### config.mk
export PLATFORM = sky130hd
export DESIGN_NAME = key_cmd_decoder
export DESIGN_NICKNAME = d
export VERILOG_FILES = /design/src/rtl/key_cmd_decoder.sv
export SDC_FILE = /design/constraint.sdc
export NUM_CORES = 1
export LEC_CHECK = 0
export CELL_PAD_IN_SITES_DETAIL_PLACEMENT = 0
export CELL_PAD_IN_SITES_GLOBAL_PLACEMENT = 1
export CORE_UTILIZATION = 45
export CTS_BUF_LIST = sky130_fd_sc_hd__clkbuf_2 sky130_fd_sc_hd__clkbuf_4 sky130_fd_sc_hd__clkbuf_8
export DETAILED_ROUTE_END_ITERATION = 7
export HOLD_SLACK_MARGIN = 0.1
export PLACE_DENSITY_LB_ADDON = 0.1
export RECOVER_POWER = 25
export SLEW_MARGIN = 20
export SYNTH_ARGS = -nofsm -noshare
export SYNTH_HDL_FRONTEND = slang
export SYNTH_SLANG_ARGS = --single-unit
### constraint.sdc
create_clock -name clk -period 5.4 [get_ports clk]
set_input_delay 1.62 -clock clk [delete_from_list [all_inputs] [get_ports clk]]
set_output_delay 1.62 -clock clk [all_outputs]
set_load 0.05 [all_outputs]
### src/rtl/key_cmd_decoder.sv
// key_cmd_decoder: turns PS/2 key_event records into an 8x8 cursor plus select/promo/move pulses.
// Define KEY_AUTOREPEAT_EN to auto-step the cursor while a direction key stays held.
module key_cmd_decoder #(
    parameter bit          CURSOR_WRAP   = 1'b1,
    parameter int unsigned REPEAT_DELAY  = 50000000,
    parameter int unsigned REPEAT_PERIOD = 10000000
) (
    input  logic        clk,
    input  logic        rst,
    input  logic [10:0] key_event,
    input  logic        lock,
    output logic [2:0]  cursor_x,
    output logic [2:0]  cursor_y,
    output logic        select_pls,
    output logic        promo_pls,
    output logic        move_pls
);
    typedef enum logic [1:0] {IDLE, HELD, REPEAT} state_t;

    typedef struct packed {
        logic       known;
        logic       dir;
        logic       sel;
        logic       promo;
        logic [1:0] dx;
        logic [1:0] dy;
    } key_info_t;

    localparam logic [1:0] P1 = 2'b01;
    localparam logic [1:0] M1 = 2'b11;

    if (REPEAT_DELAY == 0 || REPEAT_PERIOD == 0) begin : g_bad_cfg
        $error("key_cmd_decoder: REPEAT_DELAY and REPEAT_PERIOD must be nonzero");
    end

    // Key identity is {E0, code}; dx/dy are 2-bit two's complement steps.
    function automatic key_info_t key_decode(input logic [8:0] k);
        key_info_t i;
        i = '{known: 1'b1, dir: 1'b1, sel: 1'b0, promo: 1'b0, dx: 2'b00, dy: 2'b00};
        case (k)
            9'h015:                 begin i.dx = M1; i.dy = M1; end
            9'h024:                 begin i.dx = P1; i.dy = M1; end
            9'h01A:                 begin i.dx = M1; i.dy = P1; end
            9'h021:                 begin i.dx = P1; i.dy = P1; end
            9'h01D, 9'h175:         i.dy = M1;
            9'h01B, 9'h022, 9'h172: i.dy = P1;
            9'h01C, 9'h16B:         i.dx = M1;
            9'h023, 9'h174:         i.dx = P1;
            9'h029:                 begin i.dir = 1'b0; i.sel = 1'b1; end
            9'h034:                 begin i.dir = 1'b0; i.promo = 1'b1; end
            default:                i = '0;
        endcase
        return i;
    endfunction

    // Saturating mode keeps an axis pinned at 0/7 instead of wrapping.
    function automatic logic [2:0] step(input logic [2:0] c, input logic [1:0] d);
        logic [2:0] s;
        s = c + {d[1], d};
        if (!CURSOR_WRAP && ((d == M1 && c == 3'd0) || (d == P1 && c == 3'd7)))
            s = c;
        return s;
    endfunction

    state_t     state, state_nx;
    logic [8:0] held_code, held_code_nx;
    logic [2:0] x_nx, y_nx;
    logic       sel_nx, promo_nx, move_nx;
    logic [8:0] ev_key;
    key_info_t  ev_info, act_info;
    logic       accepted, act;

`ifdef KEY_AUTOREPEAT_EN
    localparam logic [31:0] DELAY_LAST  = 32'(REPEAT_DELAY - 1);
    localparam logic [31:0] PERIOD_LAST = 32'(REPEAT_PERIOD - 1);
    logic [31:0] rpt_cnt, rpt_cnt_nx;
    key_info_t   held_info;
    assign held_info = key_decode(held_code);
`endif

    assign ev_key  = {key_event[9], key_event[7:0]};
    assign ev_info = key_decode(ev_key);

    always_comb begin
        state_nx     = state;
        held_code_nx = held_code;
        x_nx         = cursor_x;
        y_nx         = cursor_y;
        sel_nx       = 1'b0;
        promo_nx     = 1'b0;
        move_nx      = 1'b0;
        accepted     = 1'b0;
        act          = 1'b0;
        act_info     = ev_info;
`ifdef KEY_AUTOREPEAT_EN
        rpt_cnt_nx   = rpt_cnt;
`endif
        if (key_event[10] && ev_info.known) begin
            if (!key_event[8]) begin
                // A make of the already-held key is typematic and dropped.
                if (state == IDLE || ev_key != held_code) begin
                    held_code_nx = ev_key;
                    state_nx     = HELD;
                    accepted     = 1'b1;
                    act          = 1'b1;
                end
            end else if (state != IDLE && ev_key == held_code) begin
                state_nx = IDLE;
                accepted = 1'b1;
            end
        end
`ifdef KEY_AUTOREPEAT_EN
        if (accepted) begin
            rpt_cnt_nx = '0;
        end else if (state != IDLE && held_info.dir) begin
            if (rpt_cnt == ((state == HELD) ? DELAY_LAST : PERIOD_LAST)) begin
                rpt_cnt_nx = '0;
                state_nx   = REPEAT;
                act        = 1'b1;
                act_info   = held_info;
            end else begin
                rpt_cnt_nx = rpt_cnt + 32'd1;
            end
        end
`endif
        if (act && !lock) begin
            x_nx     = step(cursor_x, act_info.dx);
            y_nx     = step(cursor_y, act_info.dy);
            move_nx  = (x_nx != cursor_x) || (y_nx != cursor_y);
            sel_nx   = act_info.sel;
            promo_nx = act_info.promo;
        end
    end

    always_ff @(posedge clk) begin
        if (rst) begin
            state      <= IDLE;
            held_code  <= '0;
            cursor_x   <= '0;
            cursor_y   <= '0;
            select_pls <= 1'b0;
            promo_pls  <= 1'b0;
            move_pls   <= 1'b0;
`ifdef KEY_AUTOREPEAT_EN
            rpt_cnt    <= '0;
`endif
        end else begin
            state      <= state_nx;
            held_code  <= held_code_nx;
            cursor_x   <= x_nx;
            cursor_y   <= y_nx;
            select_pls <= sel_nx;
            promo_pls  <= promo_nx;
            move_pls   <= move_nx;
`ifdef KEY_AUTOREPEAT_EN
            rpt_cnt    <= rpt_cnt_nx;
`endif
        end
    end
endmodule
# Word-level counts from Yosys, hierarchy flattened
# Index checks and enable logic that the tools add are counted.
# op_classes
eq_ne	20
add_sub_neg	2
muxes	11
n_bitwise	2
n_reduce_logical	17
# ops
cell	n
$eq 9x6->1 const B	6
$eq 9x5->1 const B	5
$eq 9x9->1 const B	4
$reduce_or 15->1	1
$reduce_or 4->1	3
$eq 9x9->1	1
$ne 9x9->1	1
$pmux 2 s2	2
$add 3x3->3	2
$mux 1	6
$mux 2	3
$ne 3x3->1	2
$reduce_and 3->1	2
$reduce_or 5->1	1
$reduce_bool 2->1	2
$logic_and 1x1->1	3
$logic_not 2->1	1
$logic_or 1x1->1	2
$ne 2x1->1 const B	1
$not 1->1	2
$reduce_or 2->1	1
$logic_not 1->1	1
# totals
register_bits	20
word_cells	59
inputBits	14
out_inout_bits	9

# Logic depth before layout (Yosys ltp)
# Gate-level depths: netlist of the first run.
# depth
ltp_word	8
mapped_depth	12
depth_no_buf	11

# Worst setup path before layout of the first run
# Ideal clock, no wire load.
# synth_timing
kind	input to register
start	in key_event[9]
end	reg move_pls
required_ns	5.266
path_stages	12
arrival_time_ns	3.937
setup_time_ns	0.134
path_buffers	2
setup_slack_ns	1.330
cell_sequence	buf_6 -> or3_1 -> buf_6 -> o41ai_4 -> clkinv_4 -> nand2_1 -> ha_1 -> inv_1 -> fa_1 -> xnor2_1 -> nor4_1 -> a311oi_1
# synth_via
elab_chain_cells	8
elab_cells_between_ends	37
classes_between	add/sub: 2; eq/ne: 18; mux: 6; bitwise: 1; reduce/logical: 10
# synth_rtl
item	line	source
from (decl)	10	input logic [10:0] key_event,
parallel branches: the longest is 8 deep, another holds $add 3x3->3	--	
to (signal assigned)	154	move_pls <= move_nx;
to (decl)	16	output logic move_pls
# Parallel ways; which one is timed is not known.
# A chain may end at the register's enable or synchronous reset.

# Final worst setup path of the first run
# layout_timing
start	in key_event[3]
end	reg move_pls
# The elaborated chain is that of the path after synthesis.

==> flow_summary.json, run 1 <==
{
  "status": "complete, no violations",
  "drtAntennaViolNets": 0,
  "p_leak_uw": 0.0005777,
  "cpPeakStageDelay_ns": 0.65,
  "globalRouteTotalUtil_pct": 20.85,
  "core_sq_um": 3053,
  "crit_required_ns": 5.55,
  "drv_cap": 0,
  "ys_seq_area_share_pct": 26.43,
  "ir_drop_mv": 0.1440,
  "die_y_um": 58.55,
  "crit_slowest_cell": "clkdlybuf4s50_1",
  "slew_viol_final": 0,
  "root_buffer": "clkbuf_4",
  "hold_viol": 0,
  "synth_area_leader_cell": "dfxtp_1",
  "clock_sink_count": 19,
  "post_cts_resized": 0,
  "ys_top_cells_by_area": "dfxtp_1 (26%), xnor2_1 (6.7%), o21ai_0 (3.8%), xor2_1 (3.7%), a21oi_1 (3.5%)",
  "cts_tree": "done",
  "gp_congestion": 0.8461,
  "cts_max_level": 1,
  "setup_viol": 0,
  "worstPathCellList": "clkdlybuf4s50_1 > nor4b_1 > a31oi_1 > o41ai_4 > clkinv_4 > nand2_1 > ha_1 > inv_1 > fa_1 > xnor2_1 > nor4_1 > a311oi_1",
  "crit_arrival_ns": 4.78,
  "power_uw": 257.3,
  "drt-total-wl_mm": 3.322,
  "regArea_sq_um": 380.4,
  "via_per_inst": 5.668,
  "drt-initial-drc-count": 36,
  "die_x_um": 58.55,
  "yosys-top-cells-count": "dfxtp_1 (19), o21ai_0 (11), xnor2_1 (11), a21oi_1 (10)",
  "path_class": "input pin to flop",
  "drcViolationCount": 0,
  "clk_path_buf_depth": 2,
  "finalCriticalPeriod_ns": 4.623,
  "grt_pass1_vias": 1197,
  "drive_gt1_share_pct": 10.06,
  "synth-edff-count": 0,
  "yosys.cell_count.top_type": "dfxtp_1",
  "vias": 1264,
  "portBuffers": 22,
  "grt_antenna_before_repair": 0,
  "multiInputGateArea_sq_um": 934.6,
  "rsz0062_at_grt": "false",
  "worstMarginPinSlew_ns": 0.7518,
  "fin_nets": 199,
  "netlist_instances": 164,
  "cp_max_fo": 12,
  "cts_setup_buffers": 0,
  "globalRouteOverflowTotal": 0,
  "hp-class": "flop to flop",
  "synth_top_area_share_pct": 26.43,
  "timing.slew.headroom_pct": 49.72,
  "synth_fp_nets": 183,
  "clk_pin_slew_ns": 0.10,
  "clock_skew_ns": 0.002227,
  "start_util_pct": 47.13,
  "n_fill_cell": 323,
  "avgSynthCellArea_sq_um": 8.774,
  "hold_buffers": 0,
  "start_kind": "input pin",
  "io_pins": 23,
  "diodes": 0,
  "ys_warn_count": 0,
  "die-area_sq_um": 3428,
  "clkLatencyLatePin_ns": 0.29,
  "yosysUniqueCellTypes": 54,
  "routedWlPerCell_um": 14.90,
  "setup_tns_ns": 0,
  "first_pass_iters": 4,
  "fmax_ghz": 0.2163,
  "cts_made_buffers": 3,
  "grt_max_degree": 22,
  "synth_seq_cells": 19,
  "grt_pass1_wl_mm": 5.395,
  "fp-row-count": 20,
  "place_hpwl_mm": 2.538,
  "power_density_nw_per_um2": 154.6,
  "synthArstFlopShare_pct": 0,
  "synth-main-ff-cell": "dfxtp_1",
  "syn-cell-area_sq_um": 1439,
  "cp-end-kind": "flop",
  "syn_to_final_growth_pct": 15.65,
  "fin_crit_sh_pct": 85.61
}
[state kept, by name (all words and copies together) (netlist names)]
| signal | flops |
|---|---|
| cursor_x | 3 |
| cursor_y | 3 |
| held_code | 9 |
| move_pls | 1 |
| promo_pls | 1 |
| select_pls | 1 |
| state | 1 |
[critical path, delay by kind of cell]
kind	cells	cell delay (ns)
xor+xnor	1	0.16
fa+ha+maj	2	0.61
buf+inv	3	0.85
compound gates	3	0.79
simple gates	3	0.74
[logic make-up (layout without fill, tap and decap cells)]
logic type | count (synthesis) | after routing | synth area share, %
AO/OA/AOI/OAI | 40 | 40 | 19.57
XOR/XNOR | 17 | 17 | 10.35
adder cells (fa/ha/maj) | 5 | 5 | 5.392
buffers and inverters | 20 | 35 | 8.956
flip-flops | 19 | 19 | 26.43
multiplexers | 3 | 3 | 2.087
AND/OR/NAND/NOR | 60 | 60 | 27.22
[per-stage QoR]
step	instances	util, %	instance area (sq um)	setup WS, ns	hold slack (ns)
6_report	223	54.51	1664	0.7770	0.4879
5_1_grt	223	54.51	1664	0.6018	0.5261
4_1_cts	223	54.34	1659	0.8244	0.4946
3_5_place_dp	219	53.44	1632	0.5120	0.4779
3_3_place_gp	219	53.44	1632	0.6287	0.4696
2_1_floorplan	164	-	1439	1.330	0.4541
[final cells by class]
class                           count  area share (%)
Multi-Input combinational cell    125           56.17
Sequential cell                    19           22.86
Timing Repair Buffer               24           14.14
Tap cell                           44           3.308
Inverter                            7           1.880
Clock buffer                        3           1.353
Clock inverter                      1          0.3008
[layout by cell type, fill, tap and decap left out, types with 3 or more instances in the layout]
cell	count
dfxtp_1	19
clkdlybuf4s50_1	15
o21ai_0	11
xnor2_1	11
a21oi_1	10
nor2_1	7
nand4_1	7
dlygate4sd3_1	7
inv_1	6
xor2_1	6
nor3_1	5
nand2_1	5
or3_1	4
nand2b_1	4
nor3b_1	3
o211ai_1	3
nand3b_1	3
nor4_1	3
a211oi_1	3
mux2i_1	3
ha_1	3
clkbuf_4	3
[worst paths after layout]
path	from	endpoint	slack, ns	depth (start not counted)
worst max-delay path	key_event[3]	move_pls	0.78	12
worst max register to register	held_code[6]	cursor_y[2]	3.28	9
worst min-delay path	cursor_x[2]	cursor_x[2]	0.49	2
worst min register to register	cursor_x[2]	cursor_x[2]	0.49	2
[layer usage]
layer	wire, um	up-vias	GRT usage (%)
li1	-	639	-
met3	138	2	4.396
met2	1592	30	36.12
met1	1570	593	26.59
met4	21	0	4.762
met5	0	-	0
[power breakdown]
part	switching, uW	total, uW	internal, uW
registers	0.327	141	141
clock network	43.7	71.3	27.6
logic	25.5	45.2	19.6
Power figures use the tool's default switching activity.
==> run 2: changes to the inputs <==
- SKIP_CTS_REPAIR_TIMING: unset -> 1
==> results of run 2 <==
Final layout, timing and power as in run 1 (identical DEF).
